## config.mk

```make
export PLATFORM = sky130hd
export DESIGN_NAME = score_event_queue_flat
export DESIGN_NICKNAME = d
export VERILOG_FILES = /design/src/rtl/score_event_queue_pkg.sv /design/src/rtl/score_event_queue_if.sv /design/src/rtl/score_event_queue_fifo.sv /design/src/rtl/score_event_queue.sv /design/src/flat_wrapper.sv
export SDC_FILE = /design/constraint.sdc
export NUM_CORES = 1
export LEC_CHECK = 0
export BUFFER_PORTS_ARGS = -buffer_cell sky130_fd_sc_hd__buf_4
export CAP_MARGIN = 20
export CORE_ASPECT_RATIO = 0.5
export CORE_MARGIN = 2
export CORE_UTILIZATION = 60
export CTS_CLUSTER_DIAMETER = 30
export CTS_CLUSTER_SIZE = 16
export DETAILED_ROUTE_END_ITERATION = 12
export PLACE_DENSITY = 0.95
export RECOVER_POWER = 25
export REMOVE_ABC_BUFFERS = 1
export SLEW_MARGIN = 20
export SYNTH_ARGS = -nofsm -noshare
export SYNTH_HDL_FRONTEND = slang
export SYNTH_HIERARCHICAL = 1
export SYNTH_SLANG_ARGS = --single-unit
```

## constraint.sdc

```tcl
create_clock -name clk -period 8.7 [get_ports clk]
set_input_delay 1.74 -clock clk [delete_from_list [all_inputs] [get_ports clk]]
set_output_delay 1.74 -clock clk [all_outputs]
set_load 0.005 [all_outputs]
```

## src/rtl/score_event_queue_pkg.sv

```systemverilog
// Shared types, constants and BCD helpers for the score event queue.
// Amount layout: digit i occupies bits [4i:4i+3] of a [0:23] vector,
// digit 0 is least significant; inside a digit, bit 0 is the nibble MSB.
package score_pkg;

    localparam int DIGITS   = 6;
    localparam int AMOUNT_W = 24;

    typedef logic [0:3]                bcd_digit_t;
    typedef logic [0:DIGITS-1][0:3]    bcd_amount_t;

    typedef enum logic [1:0] {
        IDLE   = 2'd0,
        ISSUE  = 2'd1,
        SETTLE = 2'd2
    } sq_state_t;

    // True when every nibble of the amount is a decimal digit (0..9).
    function automatic logic bcd_is_valid(input bcd_amount_t a);
        logic ok;
        ok = 1'b1;
        for (int i = 0; i < DIGITS; i++) begin
            if (a[i] > 4'd9) begin
                ok = 1'b0;
            end
        end
        return ok;
    endfunction

    // Magnitude compare a >= b, most significant digit (DIGITS-1) first.
    function automatic logic bcd_ge(input bcd_amount_t a, input bcd_amount_t b);
        logic decided;
        logic ge;
        decided = 1'b0;
        ge      = 1'b1;
        for (int i = DIGITS - 1; i >= 0; i--) begin
            if (!decided && (a[i] != b[i])) begin
                decided = 1'b1;
                ge      = (a[i] > b[i]);
            end
        end
        return ge;
    endfunction

endpackage

```

## src/rtl/score_event_queue_if.sv

```systemverilog
// Event input, accumulator-side and status signals of the score event queue.
// Handshake: an event transfers on a clock edge where evtValid && evtReady;
// the source holds evtSub/evtAmount stable with evtValid high until then.
interface score_event_if;
    import score_pkg::*;

    logic                    evtValid;
    logic                    evtSub;
    logic [0:AMOUNT_W-1]     evtAmount;
    logic                    evtReady;
    logic [0:AMOUNT_W-1]     balanceIn;
    logic                    enableAdd;
    logic                    enableSub;
    logic [0:AMOUNT_W-1]     amountOut;
    logic                    rejectPulse;
    logic                    busy;
    sq_state_t               stateDbg;

    modport master (
        output evtValid, evtSub, evtAmount, balanceIn,
        input  evtReady, enableAdd, enableSub, amountOut, rejectPulse, busy, stateDbg
    );

    modport slave (
        input  evtValid, evtSub, evtAmount, balanceIn,
        output evtReady, enableAdd, enableSub, amountOut, rejectPulse, busy, stateDbg
    );

endinterface

```

## src/rtl/score_event_queue_fifo.sv

```systemverilog
// Show-ahead FIFO of {sub flag, BCD amount} events.
// Pointers carry one wrap bit so full and empty are distinguishable.
module score_event_fifo
    import score_pkg::*;
#(
    parameter int DEPTH = 4
) (
    input  logic                clk,
    input  logic                reset,
    input  logic                push,
    input  logic [AMOUNT_W:0]   pushData,
    input  logic                pop,
    output logic [AMOUNT_W:0]   headData,
    output logic                full,
    output logic                empty
);

    localparam int AW = $clog2(DEPTH);

    logic [AMOUNT_W:0] mem [DEPTH];
    logic [AW:0]       wrPtr;
    logic [AW:0]       rdPtr;
    logic              doPush;
    logic              doPop;

    assign empty    = (wrPtr == rdPtr);
    assign full     = (wrPtr[AW] != rdPtr[AW]) && (wrPtr[AW-1:0] == rdPtr[AW-1:0]);
    assign doPush   = push && !full;
    assign doPop    = pop && !empty;
    assign headData = mem[rdPtr[AW-1:0]];

    // Storage write; contents need no reset because pointers gate visibility.
    always_ff @(posedge clk) begin
        if (doPush) begin
            mem[wrPtr[AW-1:0]] <= pushData;
        end
    end

    // Pointer update; push and pop in the same cycle leave the count unchanged.
    always_ff @(posedge clk) begin
        if (reset) begin
            wrPtr <= '0;
            rdPtr <= '0;
        end else begin
            if (doPush) begin
                wrPtr <= wrPtr + 1'b1;
            end
            if (doPop) begin
                rdPtr <= rdPtr + 1'b1;
            end
        end
    end

endmodule

```

## src/rtl/score_event_queue.sv

```systemverilog
// Score event sequencer in front of the six-digit BCD accumulator.
// Queued events are issued as single-cycle enableAdd/enableSub pulses,
// two cycles apart, so each one is evaluated against a settled balance.
// Malformed BCD amounts are always dropped with rejectPulse.
// Build option: define SCORE_SUB_GUARD_EN to also drop subtracts whose
// amount exceeds balanceIn; without it the accumulator simply wraps.
module score_event_queue
    import score_pkg::*;
#(
    parameter int DEPTH = 4
) (
    input  logic          clk,
    input  logic          reset,
    score_event_if.slave  bus
);

    logic [AMOUNT_W:0] headData;
    logic              fifoFull;
    logic              fifoEmpty;
    logic              doPush;
    logic              doPop;
    logic              headSub;
    bcd_amount_t       headAmt;
    logic              headBadBcd;
    logic              headUnderflow;
    logic              dropHead;

    sq_state_t         state;
    logic              enableAddQ;
    logic              enableSubQ;
    logic              rejectQ;
    bcd_amount_t       amountQ;

    assign bus.evtReady = !fifoFull && !reset;
    assign doPush       = bus.evtValid && bus.evtReady;
    assign doPop        = ((state == IDLE) || (state == SETTLE)) && !fifoEmpty;

    score_event_fifo #(
        .DEPTH (DEPTH)
    ) u_fifo (
        .clk      (clk),
        .reset    (reset),
        .push     (doPush),
        .pushData ({bus.evtSub, bus.evtAmount}),
        .pop      (doPop),
        .headData (headData),
        .full     (fifoFull),
        .empty    (fifoEmpty)
    );

    assign headSub = headData[AMOUNT_W];
    assign headAmt = headData[AMOUNT_W-1:0];

    // Drop decision for the head event, evaluated in the cycle it is popped.
    always_comb begin
        headBadBcd = !bcd_is_valid(headAmt);
`ifdef SCORE_SUB_GUARD_EN
        headUnderflow = headSub && !bcd_ge(bus.balanceIn, headAmt);
`else
        headUnderflow = 1'b0;
`endif
        dropHead = headBadBcd || headUnderflow;
    end

    // Sequencer FSM with registered enable, amount and reject outputs.
    always_ff @(posedge clk) begin
        if (reset) begin
            state      <= IDLE;
            enableAddQ <= 1'b0;
            enableSubQ <= 1'b0;
            rejectQ    <= 1'b0;
            amountQ    <= '0;
        end else begin
            enableAddQ <= 1'b0;
            enableSubQ <= 1'b0;
            rejectQ    <= 1'b0;
            case (state)
                IDLE, SETTLE: begin
                    if (!fifoEmpty) begin
                        if (dropHead) begin
                            rejectQ <= 1'b1;
                            state   <= SETTLE;
                        end else begin
                            enableAddQ <= !headSub;
                            enableSubQ <= headSub;
                            amountQ    <= headAmt;
                            state      <= ISSUE;
                        end
                    end else begin
                        state <= IDLE;
                    end
                end
                ISSUE: begin
                    // Accumulator captures on this edge; balance is valid in SETTLE.
                    state <= SETTLE;
                end
                default: begin
                    state <= IDLE;
                end
            endcase
        end
    end

    assign bus.enableAdd   = enableAddQ;
    assign bus.enableSub   = enableSubQ;
    assign bus.amountOut   = amountQ;
    assign bus.rejectPulse = rejectQ;
    assign bus.busy        = !fifoEmpty || (state != IDLE);
    assign bus.stateDbg    = state;

endmodule
```

## src/flat_wrapper.sv

```systemverilog
// flat-port wrapper written by rule: the top's interface ports become plain ports
module score_event_queue_flat import score_pkg::*;
#(
    parameter int DEPTH = 4
)
  (clk, reset, bus_evtValid, bus_evtSub, bus_evtAmount, bus_balanceIn, bus_evtReady, bus_enableAdd, bus_enableSub, bus_amountOut, bus_rejectPulse, bus_busy, bus_stateDbg);
  score_event_if bus_i ();
  input  logic clk;
  input  logic reset;
  input wire logic [$bits(bus_i.evtValid)-1:0] bus_evtValid;
  input wire logic [$bits(bus_i.evtSub)-1:0] bus_evtSub;
  input wire logic [$bits(bus_i.evtAmount)-1:0] bus_evtAmount;
  input wire logic [$bits(bus_i.balanceIn)-1:0] bus_balanceIn;
  output wire logic [$bits(bus_i.evtReady)-1:0] bus_evtReady;
  output wire logic [$bits(bus_i.enableAdd)-1:0] bus_enableAdd;
  output wire logic [$bits(bus_i.enableSub)-1:0] bus_enableSub;
  output wire logic [$bits(bus_i.amountOut)-1:0] bus_amountOut;
  output wire logic [$bits(bus_i.rejectPulse)-1:0] bus_rejectPulse;
  output wire logic [$bits(bus_i.busy)-1:0] bus_busy;
  output wire logic [$bits(bus_i.stateDbg)-1:0] bus_stateDbg;
  assign bus_i.evtValid = bus_evtValid;
  assign bus_i.evtSub = bus_evtSub;
  assign bus_i.evtAmount = bus_evtAmount;
  assign bus_i.balanceIn = bus_balanceIn;
  assign bus_evtReady = bus_i.evtReady;
  assign bus_enableAdd = bus_i.enableAdd;
  assign bus_enableSub = bus_i.enableSub;
  assign bus_amountOut = bus_i.amountOut;
  assign bus_rejectPulse = bus_i.rejectPulse;
  assign bus_busy = bus_i.busy;
  assign bus_stateDbg = bus_i.stateDbg;
  score_event_queue #(.DEPTH(DEPTH)) u_core (.clk(clk), .reset(reset), .bus(bus_i));
endmodule
```

After elaboration in Yosys (flattened, before gate mapping)
Memories as Yosys holds them, arrays and structs flattened. A register that Yosys moved wholly into a read port is not among the register bits. Cells that the tools add are included.

$add $sub $neg: 2. Multipliers: 0. Div/mod/pow operators: 0. Magnitude comparators: 6. Equal/unequal tests: 5. Shifts and indexed selects: 0. Muxes and demuxes: 14. Bitwise gates (word level): 3. Reductions and logical operators: 18.

Operator list (count): > comparator 4 bit, second input constant (6); 2-to-1 mux 1 bit (9); 2-to-1 mux 2 bit (4); adder 3 x 1 -> 3 bit, second input constant (2); logical AND 1 bit (6); logical NOT 1 bit (4); one-hot mux 2 bit (2 select lines) (1); OR reduction 4 bit (1); equality test 3 bit (1); inverter 1 bit (3); AND reduction 3 bit (1); OR reduction 3 bit (1); equality test 2 x 1 -> 1 bit, second input constant (1); equality test 2 bit (1); equality test 2 bit, second input constant (1); logical NOT 2 bit (1); logical OR 1 bit (2); nonzero test 2 bit (1); OR reduction 2 bit (1); != test 1 bit (1).

Bits in registers: 35. Bits in latches: 0. Memory bits (writable): 100. ROM bits: 0. Input port bits: 52. Word-level logic and storage cells: 61. Memories kept: 1.

Memories: u_core.u_fifo.mem (depth 4, width 25, rd ports 1, clocked after Yosys merged registers in 1, wr ports 1, RTL line score_event_queue_fifo.sv:20) `logic [AMOUNT_W:0] mem [DEPTH];`.

Longest topological paths before layout
Gate-level depths: netlist (run 1).

Depth in word-level cells: 10. Gate-level depth with buffers: 9.

Hierarchy
The synthesis (run 1) kept the hierarchy.

By module, submodules not included: score_event_fifo (instances 1, cells an instance 199, area each 4177.8 um2, sequential area each 3163.0 um2); score_event_queue (instances 1, cells an instance 106, area each 1133.6 um2, sequential area each 580.6 um2).

Worst setup path before layout (run 1)
Ideal clock, no wire load.

Kind: input-to-reg. From: in reset. To: mem u_core/u_fifo/mem[3][0] in the netlist's numbering, enable pin. Arrival time: 3.716 ns. Setup slack: 4.561 ns. Cell stages on the path: 5. Path buffers: 1. Cells stage by stage: clkbuf_1 nor2_1 and2_1 nand2_1 a31oi_1.

Word-level cells in the longest chain between the ends: 6.

Ends and longest elaborated chain: from (decl) (RTL line flat_wrapper.sv:9) `input logic reset;`; logical NOT 1 bit (RTL line score_event_queue.sv:34) `assign bus.evtReady = !fifoFull && !reset;`; logical AND 1 bit (RTL line score_event_queue.sv:34); net bus_evtReady (RTL line flat_wrapper.sv:14) `output wire logic [$bits(bus_i.evtReady)-1:0] bus_evtReady;`; logical AND 1 bit (RTL line score_event_queue.sv:35) `assign doPush = bus.evtValid && bus.evtReady;`; net u_core.doPush (RTL line score_event_queue.sv:20) `logic doPush;`; logical AND 1 bit (RTL line score_event_queue_fifo.sv:28) `assign doPush = push && !full;`; 2-to-1 mux 1 bit (RTL line score_event_queue_fifo.sv:34) `if (doPush) begin`; 2-to-1 mux 1 bit (implied by the code) (RTL line score_event_queue_fifo.sv:35) `mem[wrPtr[AW-1:0]] <= pushData;`; to (decl) (RTL line score_event_queue_fifo.sv:20).

The timed path passes the listed nets, and every way through them passes these cells.

Worst setup path after layout (run 1)
From: in reset. To: out bus_evtReady.

Word-level cells in the longest chain between the ends: 2.

Ends and longest elaborated chain (RTL line): logical NOT 1 bit (score_event_queue.sv:34); logical AND 1 bit (score_event_queue.sv:34); to (decl) (flat_wrapper.sv:14).

No other way between the ends.

==> flow_summary.json, run 1 <==
{
  "status": "finished, final reports clean",
  "grt_max_degree": 38,
  "relSlewSlack_pct": 27.2,
  "worst_r2r_path_depth": 5,
  "drtPass1Iterations": 4,
  "finalMaxSlewViolations": 0,
  "routed_wl_mm": 11.9,
  "power.leakage_nw": 2.16,
  "end_kind": "primary output",
  "cp-startpoint": "reset",
  "track_usage_pct": 26.9,
  "utilization_pct": 73.3,
  "die_h_um": 70.5,
  "tns_ns": 0,
  "worstSetupStartpointType": "input port",
  "pin_count": 83,
  "synthDistinctLibCells": 37,
  "nets": 427,
  "portBuffers": 58,
  "seqCellArea_um2": 3740,
  "synth_cells": 305,
  "skew_ns": 0.00740,
  "rrSetupSlack_ns": 4.91,
  "cts_tree": "built",
  "rows": 24,
  "start_util_pct": 61.4,
  "min_from": "u_core/bus.stateDbg[1]$_SDFF_PP0_",
  "rsz0062_at_grt": "false",
  "cts_resized": 0,
  "postCtsSetupRepairBufs": 0,
  "min_path_cells": 1,
  "clock_path_buffers": 2,
  "layout-drive-gt1-share_pct": 32.4,
  "tightest_slew_ns": 1.09,
  "via_per_inst": 6.25,
  "cts_sinks": 137,
  "clock.fmax_mhz": 244,
  "route.detailed.drc": 0,
  "numCtsBuffers": 17,
  "fin_crit_sh_pct": 47.0,
  "peakVddDrop_mv": 0.170,
  "root_buffer": "clkbuf_16",
  "antenna_left": 0,
  "die_x_um": 137,
  "yosysWarnings": 6,
  "grt_pass1_wl_mm": 18.7,
  "powerDensity_nw_per_um2": 270,
  "vias": 3124,
  "timing.final.crit_period_ns": 4.09,
  "core_area_um2": 8650,
  "clk_latency_ns": 0.42,
  "critPathMaxFanout": 37,
  "worstPathArrival_ns": 2.35,
  "required_ns": 6.96,
  "maxCapViolations": 0,
  "dpl.hpwl_mm": 6.93,
  "fin_hold_ws_ns": 0.506,
  "dpl_cell_area_um2": 5840,
  "power_mw": 1.71,
  "min_path_type": "reg2reg",
  "grt_pass1_vias": 3274,
  "yosysSeqAreaShare_pct": 70.5,
  "drt-wirelength-per-cell_um": 23.9,
  "syn_to_final_growth_pct": 19.3,
  "final_hold_viol_count": 0,
  "synth_area_um2": 5310,
  "multi_input_area_um2": 1460,
  "overflow": 0,
  "die_area_um2": 9670,
  "drtIter0Drc": 394,
  "htree_levels": 4,
  "fillers": 461,
  "hold_buffers": 0,
  "setup.worst_path.class": "in2out",
  "ys_seq_elements": 137,
  "finalSetupViolations": 0,
  "syn_area_per_cell_um2": 17.4,
  "antenna_cells": 0,
  "path_clk_slew_ns": 0.06,
  "routabilityCongestion": 0.861,
  "fin_area_um2": 6340,
  "antenna_found_initial": 0
}
per-stage QoR:
stage	instances	setup WS (ns)
2_1_floorplan	289	4.76
3_3_place_gp	468	4.64
3_5_place_dp	468	4.61
4_1_cts	500	4.60
5_1_grt	500	4.48
6_report	500	4.61
final timing paths:
check,end
worst max-delay path,bus_evtReady
worst min-delay path,u_core/bus.stateDbg[1]$_SDFF_PP0_
worst max register to register,u_core/bus.amountOut[11]$_SDFFE_PP0P_
worst min register to register,u_core/bus.stateDbg[1]$_SDFF_PP0_
placed cells by master (no fill, tap or decap), types with 4 or more instances in the layout:
| cell | n |
|---|---|
| and2_1 | 5 |
| buf_4 | 41 |
| clkbuf_1 | 21 |
| clkbuf_16 | 17 |
| clkinvlp_4 | 5 |
| dfxtp_1 | 36 |
| edfxtp_1 | 100 |
| ha_1 | 5 |
| inv_1 | 5 |
| mux4_2 | 25 |
| nand2_1 | 7 |
| nor2_1 | 7 |
| nor2b_1 | 24 |
| nor3b_1 | 4 |
| o211ai_1 | 5 |
| o21ai_0 | 10 |
| o22a_2 | 24 |
synth_stat cells (all sizes together):
library cell  number  area [um^2]
ha                 5         62.6
edfxtp           100         3000
a21oi              2         10.0
or3                2         12.5
nor3               1         10.0
nor3b              4         30.0
o32ai              1         8.76
a41oi              2         17.5
and2               5         31.3
buf               10         68.8
nand3b             1         7.51
or4                2         15.0
o211ai             5         37.5
a211o              2         18.8
nand4              3         18.8
and3               1         6.26
nor4               1         6.26
clkbuf             6         38.8
nand3              3         15.0
nand2              7         26.3
o21ai             10         50.1
nor2               7         26.3
dfxtp             37          741
o22a              24          240
a31oi              4         25.0
xnor2              3         26.3
xor2               3         26.3
inv                5         18.8
nor2b             24          150
mux4              25          563
power by group:
group / internal, mW / switching (mW) / leakage [nW]
clock: 0.421 / 0.276 / 0.268
sequential: 0.739 / 0.0463 / 1.21
combinational: 0.113 / 0.114 / 0.687
total: 1.27 / 0.436 / 2.16
state kept, by name, indices dropped and copies added, names as in the netlist, named ones only:
name	count
u_core/u_fifo/rdPtr	3
u_core/bus.enableSub	1
u_core/bus.stateDbg	2
u_core/u_fifo/mem	100
u_core/bus.rejectPulse	1
u_core/bus.amountOut	24
u_core/bus.enableAdd	1
u_core/u_fifo/wrPtr	3
metal layers:
layer  track usage [%]  wire (um)  part of all wire [%]
met5                 0          0                     0
met4              12.8        300                   2.5
met3              7.60        927                   7.8
met2              43.1       6000                    50
met1              34.7       4700                    39
worst max-delay path: stages:
cell	delay (ns)
buf_4	0.36
nor2_1	0.09
buf_4	0.15
layout make-up:
cell class | count | share of cell area (%)
Sequential cell | 137 | 59.1
Multi-Input combinational cell | 147 | 23.1
Clock buffer | 17 | 6.71
Timing Repair Buffer | 62 | 6.10
Clock inverter | 15 | 2.41
Tap cell | 117 | 2.31
Inverter | 5 | 0.296
cell families after synthesis:
family                   Yosys count  synth area share [%]
AND/OR/NAND/NOR                   61                  6.69
adder cells (fa/ha/maj)            5                  1.18
buffers and inverters             21                  2.38
AO/OA/AOI/OAI                     50                  7.68
XOR/XNOR                           6                 0.990
flip-flops                       137                  70.5
multiplexers                      25                  10.6
Note: power is estimated with default switching activity, not from simulation.
==> inputs of run 2 (changes only) <==
- CORE_UTILIZATION: 60 -> 51
- PLACE_DENSITY: 0.95 -> 0.87
- clock period: 8.7 -> 3.4 ns (I/O delays scaled with it)
==> run 2 against run 1 <==
Final cell count up 6.8%; critical path depth up 4; routed wire length down 6.1%; global-route usage down 5.3 points; highest routed layer unchanged; largest power group is now clock; sequential share of layout area down 2.1 points.
==> flow_summary.json, run 2 (synthesis results as in run 1) <==
{
  "vias": 3071,
  "route.detailed.drc": 0,
  "rsz0062_at_grt": "false",
  "drt-wirelength-per-cell_um": 21.0,
  "critPathMaxFanout": 14,
  "dp_slack_ns": 0.362,
  "portBuffers": 58,
  "skew_ns": 0.0145,
  "worst_r2r_path_depth": 7,
  "pin_count": 83,
  "path_clk_slew_ns": 0.06,
  "track_usage_pct": 21.6,
  "cts_tree": "built",
  "worstPathArrival_ns": 3.44,
  "peakVddDrop_mv": 0.410,
  "final_cell_mix": "100 x edfxtp_1, 52 x buf_4, 36 x dfxtp_1, 25 x mux4_2",
  "timing.final.ws_setup_ns": 0.253,
  "rows": 26,
  "antenna_cells": 0,
  "holdPathEnd": "u_core/u_fifo/mem[3][19]$_DFFE_PP_",
  "status": "finished, final reports clean",
  "timing.final.crit_period_ns": 3.15,
  "min_path_type": "in2reg",
  "drtIter0Drc": 272,
  "routed_wl_mm": 11.2,
  "rr_endpoint": "u_core/bus.amountOut[5]$_SDFFE_PP0P_",
  "relSlewSlack_pct": 56.6,
  "setup.worst_path.class": "reg2reg",
  "worstSetupStartpointType": "flip-flop",
  "fin_crit_sh_pct": 92.6,
  "via_per_inst": 5.75,
  "power.leakage_nw": 2.28,
  "root_buffer": "clkbuf_16",
  "overflow": 0,
  "drtPass1Iterations": 5,
  "final_hold_viol_count": 0,
  "antenna_found_initial": 0,
  "htree_levels": 4,
  "tns_ns": 0,
  "clock_path_buffers": 2,
  "nets": 438,
  "die_x_um": 148,
  "utilization_pct": 64.5,
  "die_h_um": 76.2,
  "min_from": "bus_evtAmount[19]",
  "postCtsSetupRepairBufs": 0,
  "clk_latency_ns": 0.42,
  "routabilityCongestion": 0.796,
  "min_path_cells": 1,
  "hold_buffers": 0,
  "finalMaxSlewViolations": 0,
  "syn_to_final_growth_pct": 23.7,
  "fin_hold_ws_ns": 0.470,
  "die_area_um2": 11300,
  "rrSetupSlack_ns": 0.25,
  "dpl.hpwl_mm": 6.62,
  "finalSetupViolations": 0,
  "numCtsBuffers": 17,
  "powerDensity_nw_per_um2": 717,
  "cts_sinks": 137,
  "clock.fmax_mhz": 318,
  "largest_reg_flops": 100,
  "grt_max_degree": 37,
  "tightest_slew_ns": 0.646,
  "maxCapViolations": 0,
  "required_ns": 3.69,
  "start_util_pct": 52.2,
  "layout-drive-gt1-share_pct": 35.3,
  "antenna_left": 0,
  "end_kind": "flip-flop",
  "grt_pass1_wl_mm": 18.0,
  "grt_pass1_vias": 3243,
  "core_area_um2": 10200,
  "fillers": 638,
  "final_common_cell": "edfxtp_1"
}
## run 2: changes by cell type in the layout (fill, tap and decap cells not counted), moves of 2 or more
| cell | delta |
|---|---|
| buf_4 | +11 |
| bufinv_16 | +4 |
| and2_1 | -2 |
| and2_2 | +2 |
| buf_12 | +2 |
| clkbuf_8 | +2 |
| clkinv_1 | -2 |
| clkinv_4 | -2 |
| clkinvlp_4 | -2 |
## run 2: worst max-delay path by stage
stage | endpoint | startpoint
finish | u_core/bus.amountOut[5]$_SDFFE_PP0P_ | flip-flop
global route | u_core/bus.amountOut[5]$_SDFFE_PP0P_ | flip-flop
CTS | u_core/bus.amountOut[16]$_SDFFE_PP0P_ | flip-flop
detailed placement | u_core/u_fifo/mem[0][16]$_DFFE_PP_ | u_core/u_fifo/wrPtr[1]$_SDFFE_PP0P_
global placement | u_core/u_fifo/mem[0][18]$_DFFE_PP_ | u_core/u_fifo/wrPtr[1]$_SDFFE_PP0P_
floorplan | u_core/bus.amountOut[0]$_SDFFE_PP0P_ | flip-flop
## run 2: report_power, final
group | internal [mW] | switching, mW | leakage, nW
combinational | 0.335 | 0.345 | 0.748
sequential | 1.89 | 0.0637 | 1.21
clock | 1.41 | 0.663 | 0.320
total | 3.64 | 1.07 | 2.28
## run 2: what timing repair did
action | in CTS | in global routing
gates resized for setup | 0 | 2
endpoints found under the setup margin | 0 | 26
endpoints found under the hold margin | 0 | 0
## run 2: per-layer routing
metal  global-route usage (%)  vias up  share of wire, %
met2                     35.7      150                52
met5                        0        -                 0
li1                         -     1364                 -
met3                     6.05       25               7.0
met1                     26.7     1532                39
met4                     9.81        0               2.2
## run 2: worst max-delay path, cell delays in order, from the launching register on
cell	delay [ns]
dfxtp_2	0.46
buf_12	0.21
mux4_2	0.56
o21ai_0	0.39
nand4_1	0.33
or4_1	0.59
buf_4	0.22
o22a_2	0.25
## run 2: per-stage QoR
stage	std cells	cell area, um^2	power (mW)
finish	534	6570	4.71
global route	534	6570	4.88
CTS	534	6640	4.74
detailed placement	502	5960	2.65
global placement	502	5960	2.63
floorplan	289	5200	2.36
## run 2: area by class of cell
| cell class | instances | area, um^2 | area share [%] |
|---|---|---|---|
| multi-input cells | 147 | 1450 | 22.1 |
| flip-flops and latches | 137 | 3740 | 57.0 |
| repair buffers | 73 | 502 | 7.64 |
| clock buffers | 21 | 460 | 7.01 |
| well taps | 140 | 175 | 2.67 |
| clock inverters | 11 | 216 | 3.30 |
| inverters | 5 | 18.8 | 0.286 |
